==> config.mk <==
export PLATFORM = sky130hd
export DESIGN_NAME = cbus_rr_arbiter_flat
export DESIGN_NICKNAME = d
export VERILOG_FILES = /design/src/rtl/cbus_rr_arbiter_pkg.sv /design/src/rtl/cbus_rr_arbiter_if.sv /design/src/rtl/cbus_rr_arbiter_rr_pick.sv /design/src/rtl/cbus_rr_arbiter.sv /design/src/flat_wrapper.sv
export SDC_FILE = /design/constraint.sdc
export NUM_CORES = 1
export LEC_CHECK = 0
export ABC_AREA = 1
export CAP_MARGIN = 20
export CORE_AREA = 2 2 216 218
export CTS_CLUSTER_DIAMETER = 150
export DETAILED_ROUTE_END_ITERATION = 8
export DIE_AREA = 0 0 218 220
export DONT_BUFFER_PORTS = 1
export HOLD_SLACK_MARGIN = 0.06
export PLACE_DENSITY_LB_ADDON = 0.12
export SLEW_MARGIN = 20
export SYNTH_ARGS = -nofsm -noshare
export SYNTH_HDL_FRONTEND = slang
export SYNTH_HIERARCHICAL = 1
export SYNTH_SLANG_ARGS = --single-unit
==> constraint.sdc <==
create_clock -name clk -period 1.9 [get_ports clk]
set_input_delay 0.19 -clock clk [delete_from_list [all_inputs] [get_ports clk]]
set_output_delay 0.19 -clock clk [all_outputs]
set_load 0.02 [all_outputs]
==> src/rtl/cbus_rr_arbiter_pkg.sv <==
// CBus request/response bundles and arbiter state encoding,
// shared by the round-robin arbiter and its testbench.
package cbus_rr_arbiter_pkg;

    localparam int ADDR_W = 32;
    localparam int DATA_W = 32;
    localparam int STRB_W = DATA_W / 8;
    localparam int LEN_W  = 4;

    typedef struct packed {
        logic              valid;
        logic              is_write;
        logic [2:0]        size;
        logic [ADDR_W-1:0] addr;
        logic [STRB_W-1:0] strobe;
        logic [DATA_W-1:0] data;
        logic [LEN_W-1:0]  len;
    } cbus_req_t;

    typedef struct packed {
        logic              ready;
        logic              last;
        logic [DATA_W-1:0] data;
    } cbus_resp_t;

    typedef enum logic {
        IDLE = 1'b0,
        BUSY = 1'b1
    } arb_state_t;

endpackage

==> src/rtl/cbus_rr_arbiter_if.sv <==
// Bus bundle between the requesters, the arbiter and the memory side.
// slave: the arbiter's view; master: the environment's view.
interface cbus_rr_arbiter_if #(
    parameter int NUM_INPUTS = 4
);
    import cbus_rr_arbiter_pkg::*;

    cbus_req_t  [NUM_INPUTS-1:0] ireqs;
    cbus_resp_t [NUM_INPUTS-1:0] iresps;
    cbus_req_t                   oreq;
    cbus_resp_t                  oresp;

    modport slave (
        input  ireqs,
        input  oresp,
        output iresps,
        output oreq
    );

    modport master (
        output ireqs,
        output oresp,
        input  iresps,
        input  oreq
    );

endinterface

==> src/rtl/cbus_rr_arbiter_rr_pick.sv <==
// Combinational priority rotator: first valid index at or after ptr_i,
// wrapping modulo N, so any N in 2..8 is handled.
module cbus_rr_arbiter_rr_pick #(
    parameter int N  = 4,
    parameter int IW = $clog2(N)
) (
    input  logic [N-1:0]  valid_i,
    input  logic [IW-1:0] ptr_i,
    output logic          found_o,
    output logic [IW-1:0] idx_o
);

    logic [IW:0] cand;

    // Walk from the farthest candidate down so the nearest one wins.
    always_comb begin
        found_o = 1'b0;
        idx_o   = '0;
        cand    = '0;
        for (int k = N - 1; k >= 0; k--) begin
            cand = {1'b0, ptr_i} + (IW + 1)'(k);
            if (cand >= (IW + 1)'(N)) begin
                cand = cand - (IW + 1)'(N);
            end
            if (valid_i[cand[IW-1:0]]) begin
                found_o = 1'b1;
                idx_o   = cand[IW-1:0];
            end
        end
    end

endmodule

==> src/rtl/cbus_rr_arbiter.sv <==
// Round-robin CBus arbiter with burst lock: the granted requester
// owns the bus until its last beat completes or it drops valid.
module cbus_rr_arbiter
    import cbus_rr_arbiter_pkg::*;
#(
    parameter int NUM_INPUTS = 4
) (
    input  logic                clk,
    input  logic                reset,
    cbus_rr_arbiter_if.slave    bus
);

    localparam int IDX_W = $clog2(NUM_INPUTS);

    arb_state_t          state_q;
    logic [IDX_W-1:0]    sel_q;
    logic [IDX_W-1:0]    rr_ptr_q;
    logic [IDX_W-1:0]    rr_ptr_d;
    logic [NUM_INPUTS-1:0] valid_vec;
    logic                pick_found;
    logic [IDX_W-1:0]    pick_idx;
    logic                done;

    always_comb begin
        for (int i = 0; i < NUM_INPUTS; i++) begin
            valid_vec[i] = bus.ireqs[i].valid;
        end
    end

    cbus_rr_arbiter_rr_pick #(
        .N  (NUM_INPUTS),
        .IW (IDX_W)
    ) u_pick (
        .valid_i (valid_vec),
        .ptr_i   (rr_ptr_q),
        .found_o (pick_found),
        .idx_o   (pick_idx)
    );

    // The owner becomes lowest priority next round.
    assign rr_ptr_d = (sel_q == IDX_W'(NUM_INPUTS - 1)) ?
                      '0 : sel_q + 1'b1;

    assign done = !bus.ireqs[sel_q].valid ||
                  (bus.oresp.ready && bus.oresp.last);

    always_ff @(posedge clk or posedge reset) begin
        if (reset) begin
            state_q  <= IDLE;
            sel_q    <= '0;
            rr_ptr_q <= '0;
        end else begin
            unique case (state_q)
                IDLE: begin
                    if (pick_found) begin
                        sel_q   <= pick_idx;
                        state_q <= BUSY;
                    end
                end
                BUSY: begin
                    if (done) begin
                        rr_ptr_q <= rr_ptr_d;
                        state_q  <= IDLE;
                    end
                end
                default: state_q <= IDLE;
            endcase
        end
    end

    always_comb begin
        bus.oreq   = '0;
        bus.iresps = '0;
        if (state_q == BUSY) begin
            bus.oreq          = bus.ireqs[sel_q];
            bus.iresps[sel_q] = bus.oresp;
        end
    end

endmodule

==> src/flat_wrapper.sv <==
// flat-port wrapper written by rule: the top's interface ports become plain ports
module cbus_rr_arbiter_flat import cbus_rr_arbiter_pkg::*;
#(
    parameter int NUM_INPUTS = 4
)
  (clk, reset, bus_ireqs, bus_oresp, bus_iresps, bus_oreq);
  cbus_rr_arbiter_if #(.NUM_INPUTS(NUM_INPUTS)) bus_i ();
  input  logic clk;
  input  logic reset;
  input wire logic [$bits(bus_i.ireqs)-1:0] bus_ireqs;
  input wire logic [$bits(bus_i.oresp)-1:0] bus_oresp;
  output wire logic [$bits(bus_i.iresps)-1:0] bus_iresps;
  output wire logic [$bits(bus_i.oreq)-1:0] bus_oreq;
  assign bus_i.ireqs = bus_ireqs;
  assign bus_i.oresp = bus_oresp;
  assign bus_iresps = bus_i.iresps;
  assign bus_oreq = bus_i.oreq;
  cbus_rr_arbiter #(.NUM_INPUTS(NUM_INPUTS)) u_core (.clk(clk), .reset(reset), .bus(bus_i));
endmodule
==> flow_metrics.env <==
export IMPL_cts_sinks=5
export IMPL_ys_types=22
export IMPL_ios=557
export IMPL_setup_viol=105
export IMPL_first_iter_violations=298
export IMPL_dp_final_hpwl_mm=24.02
export IMPL_netlist_top_cells_count="nor2_1, o21ai_0, a21oi_1"
export IMPL_crit_type="reg2out"
export IMPL_synthMuxAreaShare_pct=0
export IMPL_p_seq_share_pct=1.8
export IMPL_ant_nets=0
export IMPL_drt_met1_wl_mm=13.41
export IMPL_rows=79
export IMPL_die_area_mm2=0.04796
export IMPL_p_int_mw=7.611
export IMPL_drive_gt1_share_pct=43.20
export IMPL_cts_buffer_depth=2
export IMPL_hold_violations=0
export IMPL_fill_cells=5304
export IMPL_yosysWarnings=6
export IMPL_port_buffers=0
export IMPL_syn_nets=1209
export IMPL_relSlewSlack_pct=66.24
export IMPL_finalWorstSetupSlack_ns=-0.08217
export IMPL_yosysTopAreaCellShare_pct=42.95
export IMPL_dp_slack_ns=0.02966
export IMPL_grt_pass1_vias=5749
export IMPL_fin_crit_ns=1.982
export IMPL_fin_skew_ns=0.0003157
export IMPL_clk_pin_slew_ns=0.03
export IMPL_r2r_slack_ns=0.37
export IMPL_ir_drop_v=0.0005758
export IMPL_p_sw_share_pct=56.67
export IMPL_post_route_period_util_pct=104.3
export IMPL_core_area_mm2=0.04586
export IMPL_fp_dieW_um=218
export IMPL_grt_usage_pct=11.16
export IMPL_critPathArrivalTime_ns=1.79
export IMPL_syn_area_mm2=0.003897
export IMPL_cts_root_buf="clkbuf_16"
export IMPL_start_kind="register"
export IMPL_fin_setup_tns_ns=-4.256
export IMPL_rsz0062_at_grt="yes"
export IMPL_cp_max_fo=8
export IMPL_start_util_pct=8.498
export IMPL_antenna_found_initial=5
export IMPL_endpoint_kind="output port"
export IMPL_grt_max_degree=66
export IMPL_netSwitchingPower_mw=9.955
export IMPL_drv_slew=0
export IMPL_wl_met2_mm=18.64
export IMPL_required_ns=1.71
export IMPL_clk_latency_ns=0.23
export IMPL_place_congestion=0.8325
export IMPL_grt_pass1_wl_mm=39.38
export IMPL_status="finished with violations"
export IMPL_power_mw=17.57
export IMPL_synthAdderAreaFrac_pct=1.284
export IMPL_worstMarginPinSlew_ns=0.5058
export IMPL_syn_inst=861
export IMPL_detail_route_wl_per_cell_um=21.10
export IMPL_violations="setup timing"
export IMPL_synth_top_family_by_area="simple AND/OR/NAND/NOR gates"
export IMPL_avgSynthCellArea_um2=4.527
export IMPL_viasPerCell=4.039
export IMPL_top_layer_used="met4"
export IMPL_drc=0
export IMPL_yosys_top_cells_area="nor2_1, o21ai_0, a21oi_1"
export IMPL_p_comb_share_pct=96.2
export IMPL_met3_length_mm=2.649
export IMPL_power_leakage_nw=3.670
export IMPL_synth_edff_count=0
export IMPL_p_clk_share_pct=2.0
export IMPL_syn_to_final_growth_pct=120.3
export IMPL_yosys_area_top_type="nor2_1"
export IMPL_yosysMostFrequentCell="nor2_1"
export IMPL_finish_utilization_pct=18.72
export IMPL_synth_simple_gate_area_share_pct=48.76
export IMPL_grt_overflow=0
export IMPL_synth_seq_cells=5
export IMPL_ys_flop_type="dfrtp_1"
export IMPL_drt_first_pass_iters=7
export IMPL_final_nets=1444
export IMPL_cts_buffers=3
export IMPL_async_flop_share_pct=100.0
export IMPL_synth_xor_area_share_pct=0
export IMPL_fp_dieH_um=220
export IMPL_hold_ws_ns=0.2838
export IMPL_synth_compound_area_share_pct=30.34
export IMPL_cts_htree_levels=1
export IMPL_wirelength_mm=36.02
export IMPL_fmax_mhz=504.5
export IMPL_hold_path_class="in2reg"
export IMPL_power_density_mw_per_mm2=2046
export IMPL_vias=6895
export IMPL_cts_tree="yes"
export IMPL_max_cap_viol_count=0
export IMPL_ys_seq_area_share_pct=3.210
## worst paths after layout
kind / start / endpoint / cells past startpoint
min in group asynchronous: reset / u_core/rr_ptr_q[0]$_DFFE_PP0P_ / 2
max in group asynchronous: reset / u_core/sel_q[1]$_DFFE_PP0P_ / 2
max: u_core/sel_q[0]$_DFFE_PP0P_ / bus_iresps[59] / 7
min reg2reg: u_core/rr_ptr_q[1]$_DFFE_PP0P_ / u_core/rr_ptr_q[1]$_DFFE_PP0P_ / 2
min: bus_oresp[33] / u_core/state_q$_DFF_PP0_ / 3
max reg2reg: u_core/sel_q[0]$_DFFE_PP0P_ / u_core/rr_ptr_q[0]$_DFFE_PP0P_ / 8
## what timing repair did
action | CTS | global route
endpoints found under the setup margin | 165 | 204
hold endpoints to repair | 5 | 0
hold buffers | 1 | 0
resized for setup | 52 | 350
gates cloned | 6 | 28
pin swaps | 2 | 59
buffers inserted | 6 | 17
## metrics by stage
stage          instance area [um^2]  cells
6_report                       8584   1707
5_1_grt                        8584   1707
4_1_cts                        6740   1658
3_5_place_dp                   6251   1641
3_3_place_gp                   6251   1641
2_1_floorplan                  3897    861
## flip-flops by register name, summed over array words and instances, names as in the netlist
signal,flops
u_core/rr_ptr_q,2
u_core/sel_q,2
u_core/state_q,1
## power groups by stage
stage | registers (mW) | logic [mW] | clock network, mW
2_1_floorplan | 0.211 | 7.40 | 0
6_report | 0.313 | 16.9 | 0.350
4_1_cts | 0.297 | 13.5 | 0.357
3_5_place_dp | 0.277 | 12.4 | 0
3_3_place_gp | 0.278 | 12.5 | 0
5_1_grt | 0.328 | 18.0 | 0.363
## worst max-delay path, cell delays in order (launching register included)
cell	delay (ns)
dfrtp_4	0.54
buf_6	0.16
clkbuf_16	0.16
ha_4	0.18
nand2_8	0.11
buf_6	0.18
nor2_1	0.05
buf_4	0.17
## kinds of logic after synthesis
| group | count (synthesis) |
|---|---|
| buffers and inverters | 119 |
| adders and majority gates | 4 |
| DFF | 5 |
| AOI/OAI and AO/OA | 235 |
| and+or+nand+nor | 498 |
## cell usage in the layout, fill, tap and decap left out
cell type	instances
clkinv_2	2
a21boi_1	1
dfrtp_4	2
buf_12	22
nor2_2	62
inv_1	41
and2_4	1
clkinv_8	2
clkbuf_1	1
o21ai_1	59
bufbuf_16	1
nand2_1	33
buf_16	6
o21ai_2	11
nor2_4	65
nor2_1	319
diode_2	5
buf_6	87
o21ai_0	84
buf_4	159
o21ai_4	1
nand2_8	4
nand3_2	1
dfrtp_1	3
inv_2	1
nand3_1	10
buf_8	7
dlygate4sd3_1	1
clkbuf_16	23
a21oi_1	70
nand2_2	3
a21oi_2	9
ha_4	4
## metal layers
layer  up-vias  GRT usage [%]
met2       439          21.14
met5         -              0
met1      3183          12.46
met4         0          3.515
met3        59          2.112
li1       3214              -
## cell type report
class                           instances  area [um^2]  share of cell area (%)
Inverter                               46        200.2                   2.332
Multi-Input combinational cell        737         3974                   46.29
Sequential cell                         5        132.6                   1.545
Timing Repair Buffer                  303         3427                   39.92
Clock buffer                            4        78.83                  0.9182
Antenna cell                            5        12.51                  0.1458
Tap cell                              607        759.5                   8.847
Note: power is estimated with default switching activity, not from simulation.
